File: src/rtl/parser_if.sv
// Word-stream ingress and record egress bundle for the packet parser.
// master = packet source / record sink, slave = parser.
interface parser_if #(
   parameter int MAX_PAYLOAD = 34
);
   logic [31:0]                   dataIn;
   logic                          dataIn_val;
   logic                          dataIn_ready;
   logic                          dataIN_last;
   logic [0:24+8*MAX_PAYLOAD-1]   dataOut;
   logic                          dataOut_val;
   logic                          dataOut_ready;
   logic                          packetLost;

   modport master (
      output dataIn, dataIn_val, dataIN_last, dataOut_ready,
      input  dataIn_ready, dataOut, dataOut_val, packetLost
   );

   modport slave (
      input  dataIn, dataIn_val, dataIN_last, dataOut_ready,
      output dataIn_ready, dataOut, dataOut_val, packetLost
   );
endinterface

File: src/rtl/parser.sv
// Packet header parser: pulls length/stream/sequence out of a 32-bit word stream,
// emits one fixed-width record per packet and flags per-stream sequence gaps.
module parser #(
   parameter int NUM_STREAMS = 8,
   parameter int MAX_PAYLOAD = 34
) (
   input  logic    clk,
   input  logic    reset_b,
   parser_if.slave bus
);
   localparam int REC_W = 24 + 8 * MAX_PAYLOAD;
   localparam int PTR_W = (NUM_STREAMS > 1) ? $clog2(NUM_STREAMS) : 1;

   logic                         accept, complete, isWord0, isWord1;
   logic [15:0]                  wordCount, lenReg, idReg;
   logic [31:0]                  seqNum;
   logic [MAX_PAYLOAD-1:0][7:0]  payloadReg, payloadNext;
   logic [0:REC_W-1]             recordNext, dataOutReg;
   logic                         dataOutValReg, packetLostReg;
   logic [15:0]                  lenSat;
   logic [17:0]                  wordBytes, byteCount;

   logic [NUM_STREAMS-1:0]       tblValid, hitVec;
   logic [15:0]                  tblId   [NUM_STREAMS];
   logic [31:0]                  tblLast [NUM_STREAMS];
   logic [PTR_W-1:0]             victimPtr, hitIdx, freeIdx, allocIdx;
   logic                         hit, hasFree;

   assign bus.dataIn_ready = !dataOutValReg || bus.dataOut_ready;
   assign accept    = bus.dataIn_val && bus.dataIn_ready;
   assign isWord0   = (wordCount == 16'd0);
   assign isWord1   = (wordCount == 16'd1);
   assign complete  = accept && bus.dataIN_last && !isWord0;
   assign seqNum    = {bus.dataIn[7:0], bus.dataIn[15:8], bus.dataIn[23:16], bus.dataIn[31:24]};

   assign bus.dataOut     = dataOutReg;
   assign bus.dataOut_val = dataOutValReg;
   assign bus.packetLost  = packetLostReg;

   // Saturates so an absurdly long packet cannot wrap back onto header positions.
   always_ff @(posedge clk or posedge reset_b) begin
      if (reset_b) begin
         wordCount <= '0;
      end else if (accept) begin
         if (bus.dataIN_last)
            wordCount <= '0;
         else if (wordCount != 16'hFFFF)
            wordCount <= wordCount + 16'd1;
      end
   end

   always_ff @(posedge clk or posedge reset_b) begin
      if (reset_b) begin
         lenReg <= '0;
         idReg  <= '0;
      end else if (accept && isWord0) begin
         lenReg <= {bus.dataIn[23:16], bus.dataIn[31:24]};
         idReg  <= {bus.dataIn[7:0], bus.dataIn[15:8]};
      end
   end

   // Payload byte k lives in word k/4+2, lane k%4; word0 wipes the whole buffer.
   always_comb begin
      payloadNext = payloadReg;
      for (int k = 0; k < MAX_PAYLOAD; k++) begin
         if (accept && isWord0)
            payloadNext[k] = '0;
         else if (accept && wordCount == 16'(k / 4 + 2))
            payloadNext[k] = bus.dataIn[31 - 8 * (k % 4) -: 8];
      end
   end

   always_ff @(posedge clk or posedge reset_b) begin
      if (reset_b) payloadReg <= '0;
      else         payloadReg <= payloadNext;
   end

   always_comb begin
      lenSat    = (lenReg >= 16'd8) ? lenReg - 16'd8 : 16'd0;
      wordBytes = {wordCount - 16'd1, 2'b00};
      byteCount = {2'b00, lenSat};
      if (wordBytes < byteCount)
         byteCount = wordBytes;
      if (byteCount > 18'(MAX_PAYLOAD))
         byteCount = 18'(MAX_PAYLOAD);
   end

   // Record is built from the merged buffer so the final word lands in the same edge.
   always_comb begin
      recordNext        = '0;
      recordNext[0:15]  = idReg;
      recordNext[16:23] = byteCount[7:0];
      for (int k = 0; k < MAX_PAYLOAD; k++)
         recordNext[24 + 8 * k +: 8] = payloadNext[k];
   end

   always_ff @(posedge clk or posedge reset_b) begin
      if (reset_b) begin
         dataOutReg    <= '0;
         dataOutValReg <= 1'b0;
      end else if (complete) begin
         dataOutReg    <= recordNext;
         dataOutValReg <= 1'b1;
      end else if (dataOutValReg && bus.dataOut_ready) begin
         dataOutValReg <= 1'b0;
      end
   end

   genvar gi;
   generate
      for (gi = 0; gi < NUM_STREAMS; gi++) begin : gHit
         assign hitVec[gi] = tblValid[gi] && (tblId[gi] == idReg);
      end
   endgenerate

   // Descending scan leaves the lowest matching / lowest free index.
   always_comb begin
      hit     = 1'b0;
      hitIdx  = '0;
      hasFree = 1'b0;
      freeIdx = '0;
      for (int i = NUM_STREAMS - 1; i >= 0; i--) begin
         if (hitVec[i]) begin
            hit    = 1'b1;
            hitIdx = PTR_W'(i);
         end
         if (!tblValid[i]) begin
            hasFree = 1'b1;
            freeIdx = PTR_W'(i);
         end
      end
      allocIdx = hasFree ? freeIdx : victimPtr;
   end

   always_ff @(posedge clk or posedge reset_b) begin
      if (reset_b) begin
         tblValid      <= '0;
         victimPtr     <= '0;
         packetLostReg <= 1'b0;
         for (int i = 0; i < NUM_STREAMS; i++) begin
            tblId[i]   <= '0;
            tblLast[i] <= '0;
         end
      end else begin
         packetLostReg <= accept && isWord1 && hit && (seqNum != tblLast[hitIdx] + 32'd1);
         if (accept && isWord1) begin
            if (hit) begin
               tblLast[hitIdx] <= seqNum;
            end else begin
               tblValid[allocIdx] <= 1'b1;
               tblId[allocIdx]    <= idReg;
               tblLast[allocIdx]  <= seqNum;
               if (!hasFree)
                  victimPtr <= (victimPtr == PTR_W'(NUM_STREAMS - 1)) ? '0 : victimPtr + 1'b1;
            end
         end
      end
   end
endmodule

File: src/flat_wrapper.sv
// flat-port wrapper written by rule: the top's interface ports become plain ports
module parser_flat 
#(
   parameter int NUM_STREAMS = 8,
   parameter int MAX_PAYLOAD = 34
)
  (clk, reset_b, bus_dataIn, bus_dataIn_val, bus_dataIN_last, bus_dataOut_ready, bus_dataIn_ready, bus_dataOut, bus_dataOut_val, bus_packetLost);
  parser_if #(.MAX_PAYLOAD(MAX_PAYLOAD)) bus_i ();
  input  logic clk;
  input  logic reset_b;
  input wire logic [$bits(bus_i.dataIn)-1:0] bus_dataIn;
  input wire logic [$bits(bus_i.dataIn_val)-1:0] bus_dataIn_val;
  input wire logic [$bits(bus_i.dataIN_last)-1:0] bus_dataIN_last;
  input wire logic [$bits(bus_i.dataOut_ready)-1:0] bus_dataOut_ready;
  output wire logic [$bits(bus_i.dataIn_ready)-1:0] bus_dataIn_ready;
  output wire logic [$bits(bus_i.dataOut)-1:0] bus_dataOut;
  output wire logic [$bits(bus_i.dataOut_val)-1:0] bus_dataOut_val;
  output wire logic [$bits(bus_i.packetLost)-1:0] bus_packetLost;
  assign bus_i.dataIn = bus_dataIn;
  assign bus_i.dataIn_val = bus_dataIn_val;
  assign bus_i.dataIN_last = bus_dataIN_last;
  assign bus_i.dataOut_ready = bus_dataOut_ready;
  assign bus_dataIn_ready = bus_i.dataIn_ready;
  assign bus_dataOut = bus_i.dataOut;
  assign bus_dataOut_val = bus_i.dataOut_val;
  assign bus_packetLost = bus_i.packetLost;
  parser #(.NUM_STREAMS(NUM_STREAMS), .MAX_PAYLOAD(MAX_PAYLOAD)) u_core (.clk(clk), .reset_b(reset_b), .bus(bus_i));
endmodule
File: config.mk
export PLATFORM = sky130hd
export DESIGN_NAME = parser_flat
export DESIGN_NICKNAME = d
export VERILOG_FILES = /design/src/rtl/parser_if.sv /design/src/rtl/parser.sv /design/src/flat_wrapper.sv
export SDC_FILE = /design/constraint.sdc
export NUM_CORES = 2
export LEC_CHECK = 0
export CAP_MARGIN = 20
export CORE_MARGIN = 3
export CORE_UTILIZATION = 64
export DETAILED_ROUTE_END_ITERATION = 8
export MAX_ROUTING_LAYER = met4
export PLACE_DENSITY_LB_ADDON = 0.2
export SLEW_MARGIN = 10
export SYNTH_ARGS = -nofsm -noshare
export SYNTH_HDL_FRONTEND = slang
export SYNTH_SLANG_ARGS = --single-unit
File: constraint.sdc
create_clock -name clk -period 63.8 [get_ports clk]
set_clock_uncertainty 0.15 [all_clocks]
set_input_delay 12.76 -clock clk [delete_from_list [all_inputs] [get_ports clk]]
set_output_delay 12.76 -clock clk [all_outputs]
set_load 0.02 [all_outputs]
* Yosys cells after proc, flatten, opt, wreduce, memory -nomap -nowiden
Index checks and enable logic that the tools add are counted.
** Cells by class
- Multiplexer cells :: 124
- Add/subtract/negate cells :: 5
- Reductions and logical operators :: 37
- Equality and inequality tests :: 21
- Bitwise logic cells :: 5
- Order comparisons :: 9
** Operators by type and width (number)
- 8-bit 2-to-1 mux :: 69
- 256-bit bitwise mux :: 2
- 256-bit 2-to-1 mux :: 1
- 32-bit demux with 3-bit select :: 2
- 128-bit bitwise mux :: 1
- 16-bit equality test :: 8
- 32-bit 2-to-1 mux :: 4
- 32-bit binary-select mux with 3-bit select :: 1
- 16-bit by 3-bit equality test with 1-bit output (second input constant) :: 4
- 16-bit 2-to-1 mux :: 4
- 3-bit 2-to-1 mux :: 18
- 16-bit demux with 3-bit select :: 1
- 16-bit by 4-bit equality test with 1-bit output (second input constant) :: 3
- 32-bit by 1-bit adder with 32-bit output (second input constant) :: 1
- 16-bit by 2-bit equality test with 1-bit output (second input constant) :: 2
- 32-bit inequality test :: 1
- 1-bit logical AND :: 28
- 1-bit 2-to-1 mux :: 19
- 18-bit by 6-bit > comparator with 1-bit output (second input constant) :: 1
- 18-bit by 16-bit less-than comparator with 1-bit output :: 1
- 18-bit 2-to-1 mux :: 1
- 16-bit by 1-bit adder with 16-bit output (second input constant) :: 1
- 16-bit by 1-bit equality test with 1-bit output (second input constant) :: 1
- 16-bit by 4-bit >= comparator with 1-bit output (second input constant) :: 1
- other kinds (19) :: 26
** Word-level totals
- Output and inout port bits :: 299
- Bits of input ports :: 37
- Flip-flop bits (word level) :: 1013

* Logic depth before layout (Yosys ltp)
- Depth after elaboration :: 17
- Mapped depth :: 22

* Worst setup path before layout
Ideal clock, no wire load.
- Path type :: input-to-output
- Start :: input bus_dataOut_ready
- End :: output bus_dataIn_ready
- Stages on the path :: 1
- Required time :: 50.890 ns
- Setup slack :: 37.891 ns
- Buffers on the path :: 0
- Data arrival time :: 12.999 ns
- Cell sequence :: nand2b_1
** Between the ends
- Word-level cells in the longest chain between the ends :: 1
** Ends and longest elaborated chain
- start, declared :: RTL line flat_wrapper.sv:14 : input wire logic [$bits(bus_i.dataOut_ready)-1:0] bus_dataOut_ready;
- 1-bit logical OR :: RTL line parser.sv:29 : assign bus.dataIn_ready = !dataOutValReg || bus.dataOut_ready;
- end, declared :: RTL line flat_wrapper.sv:15 : output wire logic [$bits(bus_i.dataIn_ready)-1:0] bus_dataIn_ready;
No other way between the ends.

* Worst setup path after layout
Ends and elaborated chain as after synthesis.

==> results.md <==
- At the end of routability-driven placement, the weighted congestion stood at 0.906.
- In the post-synthesis netlist, the biggest area contributors are dfrtp_1, mux2_2, mux2i_1.
- The overflow left after global routing is 0.
- The TritonCTS buffer count is 100.
- The synthesized design spends more area on one cell type than any other, namely dfrtp_1.
- The latest clock arrival within the worst-skew pair is 0.68 ns.
- The primary flip-flop cell chosen by synthesis mapping is dfrtp_1.
- In the final routing, the length of wire on met1 measures 54.8 mm.
- The critical path is of the input pin to primary output type.
- The worst reg-to-reg path cell count is 19.
- In this run, the number of DRC markers left after iteration 0 of detailed routing was 3219.
- During I/O placement, the number of pins put on the boundary was 336.
- For this design the ratio of total power to cell area is 38.5 nW/um^2.
- TritonCTS built the clock tree.
- The total design power is 2.07 mW.
- The max capacitance violation total is 0.
- During placement, the flow inserted port buffers numbering 335.
- The simple logic cell fraction of the synthesized area is 0.116.
- The number of antenna-violating nets in the routed design is 0.
- Row generation in the floorplan step produced 97 rows.
- The worst hold path passes through 2 cells.
- Derived from the worst setup path, the maximum achievable clock frequency is 0.0372 GHz.
- In the global route stage, overall resource usage came out at 0.362.
- The worst ir drop on vdd is 0.0321 mV.
- The run finished with clean final reports.
- The wire length on met2 is 60.3 mm.
- Clock tree synthesis found a total of 1013 sinks.
- The cell at the root of the clock tree is clkbuf_16.
- Before antenna repair, the detailed router went through 7 iterations.
- In this run the critical register-to-register path is launched from u_core.idReg[13]$_DFFE_PP0P_.
- Setup violations remaining at the end of the flow were counted as 0.
- Across all register-to-register paths, the minimum setup slack is 56.62 ns.
- The count of pins over their slew limit came to 0.
- The share of synthesized area in the top cell type comes to 0.549.
- The fraction of the mapped netlist area in compound gates came to 0.0907.
- The initial antenna violation count is 2.
- The measured slew at the worst slew-check pin is 1.15 ns.
- The sequential cells in the finished layout cover a total of 25300 sq um.
- When the netlist entered floorplanning its net count stood at 4079.
- The floorplan step defined a core boundary enclosing 70800 sq um.
- The sort of element at the end of the critical path is a primary output.
- The source of the worst hold timing path is u_core.bus.dataOut[278]$_DFFE_PP0P_.
- The relative area change from synthesis to final layout is 16.6%.
- Along the worst path, the maximum fanout reaches 4.
- Of the total synthesized cell area, the portion taken by XOR and XNOR cells is 0.0386.
- The endpoint of the lowest-slack register-to-register path is u_core.bus.packetLost$_DFF_PP0_.
- The final layout contains 4297 nets.
- The buffers inserted during post-CTS setup optimization is 0.
- The worst-case setup margin in the final layout is 36.89 ns.
- The adder and majority cell fraction of the synthesized area is 0.00623.
- The switching power total is 697 uW.
- The net switching share of the total power is 0.337.
- The final sum of negative setup slack is 0 ns.
- The ratio of cells with drive above 1 in the final layout is 0.179.
- The uppermost signal routing layer after detailed routing is met4.
- For this configuration, the core starts out at a cell density of 0.652.
- The number of cells produced by synthesis is 4019.
- Entering global routing, the biggest net connects 180 pins.
- The global-route wire length before repair is 202 mm.
- The largest buffer count on any clock path is 3.
- The data required time at the worst endpoint is 50.89 ns.
- The warning count from the yosys run is 0.
- The number of remaining DRC errors is 0.
- The leading cell type in the layout, fill and taps excluded is dfrtp_1.
- The per-cell routed wire length is 25.0 um.
- The arrival time at the worst endpoint is 14.00 ns.
- The share of total power dissipated in combinational logic is 0.290.
- The count of instances resized after the clock tree is built is 0.
- Before CTS, the worst setup slack after placement is 36.92 ns.
- The routed design uses 10.3 mm of met3 wire.
- The launching element type of the critical path is an input pin.
- The path category of the worst min-delay check is register to register.
- After clock tree synthesis, the clock-pin slew on the worst setup and hold paths is 0.05 ns.
- The number of enable-type register cells in the synthesized netlist is 0.
- The number of H-tree branching levels is 3.
- Wires add up to 132 mm.
- The multi-input logic area is 19500 sq um.
- The number of failing hold endpoints at the final stage is 0.
- Of the total power, registers draw 0.415.
- The via count of the first global-routing pass came to 33485.
- After synthesis, the share of cell area in mux cells is 0.167.
- The horizontal extent of the die is 275 um.
- The die covers 75400 sq um.
- For the finished layout, the period the worst path requires is 26.91 ns.
- The via density per instance is 6.36.
- The share of total power dissipated in the clock network is 0.295.
- Dividing the final minimum period by the clock period gives 0.422.
- The worst hold path terminates at u_core.bus.dataOut[278]$_DFFE_PP0P_.
- The worst-case headroom to the max-slew limit is 0.224.
- Averaged over all synthesized cells, the footprint is 11.5 sq um.
- Setup repair after global routing left no endpoint under its margin.
- The floorplan step set the die height to 275 um.
- After legalization and detailed placement, the total HPWL measured 82.7 mm.
- The total placed instance area is 50300 sq um.
- The finished cells cover 53800 sq um.
- The detailed router placed 33450 vias in this run.
- Cell internal power was estimated by the tool at 1.37 mW.
- The register area share after synthesis is 0.549.
- The netlist area before placement is 46200 sq um.
- The main combinational cell family by area after synthesis is multiplexers.
- The launching instance or port of the critical path is bus_dataOut_ready.
- The count of filler cells inserted in the layout is 4602.
- The top cell types in the final layout, fill and taps aside, are dfrtp_1, mux2_2, nand2_1, nor2_1, clkdlybuf4s50_1.
- After synthesis, the netlist uses 102 different library cells.
- The analysis attributes to cell leakage a power of 23.8 nW.
- For this design, the CTS-stage hold fixing added 0 buffers.
- In this run, synthesis produced a sequential element count of 1013.
- The fraction of synthesis flops using an asynchronous set or reset pin is 1.00.
-- worst max-delay path: stages --
cell and delay, ns:
clkdlybuf4s50_1 0.46, nand2b_1 0.16, clkdlybuf4s50_1 0.62
-- cells by family after synthesis --
logic type	Yosys count
flops	1013
fa+ha+maj	23
compound gates	565
buf+inv	356
simple gates	1145
mux	716
xor+xnor	201
-- final cells by class --
| type | instances | area share |
|---|---|---|
| antenna | 1 | 0.0000465 |
| multi-input combinational | 2650 | 0.362 |
| clock inverter | 44 | 0.0102 |
| sequential | 1013 | 0.471 |
| timing repair buffer | 444 | 0.0786 |
| inverter | 28 | 0.00209 |
| clock buffer | 141 | 0.0537 |
| tap | 940 | 0.0219 |
-- worst max-delay path by stage --
stage | to | slack, ns
6_report | bus_dataIn_ready | 36.89
4_1_cts | bus_dataIn_ready | 36.91
3_3_place_gp | bus_dataIn_ready | 36.92
3_5_place_dp | bus_dataIn_ready | 36.92
5_1_grt | bus_dataIn_ready | 36.84
2_1_floorplan | u_core.bus.dataOut[0]$_DFFE_PP0P_ | 22.39
-- sequential cells by signal, summed over array words and instances, names as in the netlist, 3 cells and up --
| name | flops |
|---|---|
| u_core.tblLast | 256 |
| u_core.tblValid | 8 |
| u_core.idReg | 16 |
| u_core.victimPtr | 3 |
| u_core.payloadReg | 272 |
| u_core.tblId | 128 |
| u_core.wordCount | 16 |
| u_core.bus.dataOut | 296 |
| u_core.lenReg | 16 |
-- cell usage after synthesis, types with 19 or more instances --
master	count
dfrtp_1	1013
mux2_2	423
nand2_1	399
nor2_1	381
mux2i_1	291
o31ai_1	277
clkbuf_1	270
xnor2_1	126
xor2_1	72
nand3_1	55
nor3_1	54
o21ai_0	51
o22ai_1	42
nand4_1	36
a21oi_1	29
inv_1	28
or4_1	28
ha_1	23
nor4_1	23
and3_1	22
or3_1	20
and2_1	19
-- power by group through the flow --
| stage | sequential [mW] | clock, mW | combinational [mW] |
|---|---|---|---|
| 6_report | 0.859 | 0.611 | 0.600 |
| 5_1_grt | 0.872 | 0.641 | 0.650 |
| 4_1_cts | 0.856 | 0.615 | 0.593 |
| 3_5_place_dp | 0.866 | 0 | 0.587 |
| 3_3_place_gp | 0.859 | 0 | 0.571 |
| 2_1_floorplan | 0.863 | 0 | 0.409 |
-- through the flow --
| stage | std cells | util | hold slack, ns |
|---|---|---|---|
| 3_5_place_dp | 5072 | 0.711 | 0.315 |
| 3_3_place_gp | 5071 | 0.711 | 0.308 |
| 4_1_cts | 5257 | 0.759 | 0.328 |
| 5_1_grt | 5261 | 0.760 | 0.345 |
| 6_report | 5261 | 0.760 | 0.322 |
| 2_1_floorplan | 4019 | - | 0.291 |
-- per-layer routing --
| metal | vias up | GRT usage |
|---|---|---|
| met3 | 301 | 0.0669 |
| met4 | 0 | 0.153 |
| li1 | 14707 | - |
| met2 | 1315 | 0.547 |
| met5 | - | - |
| met1 | 17127 | 0.488 |
No activity file was read; power rests on OpenSTA's default activity.
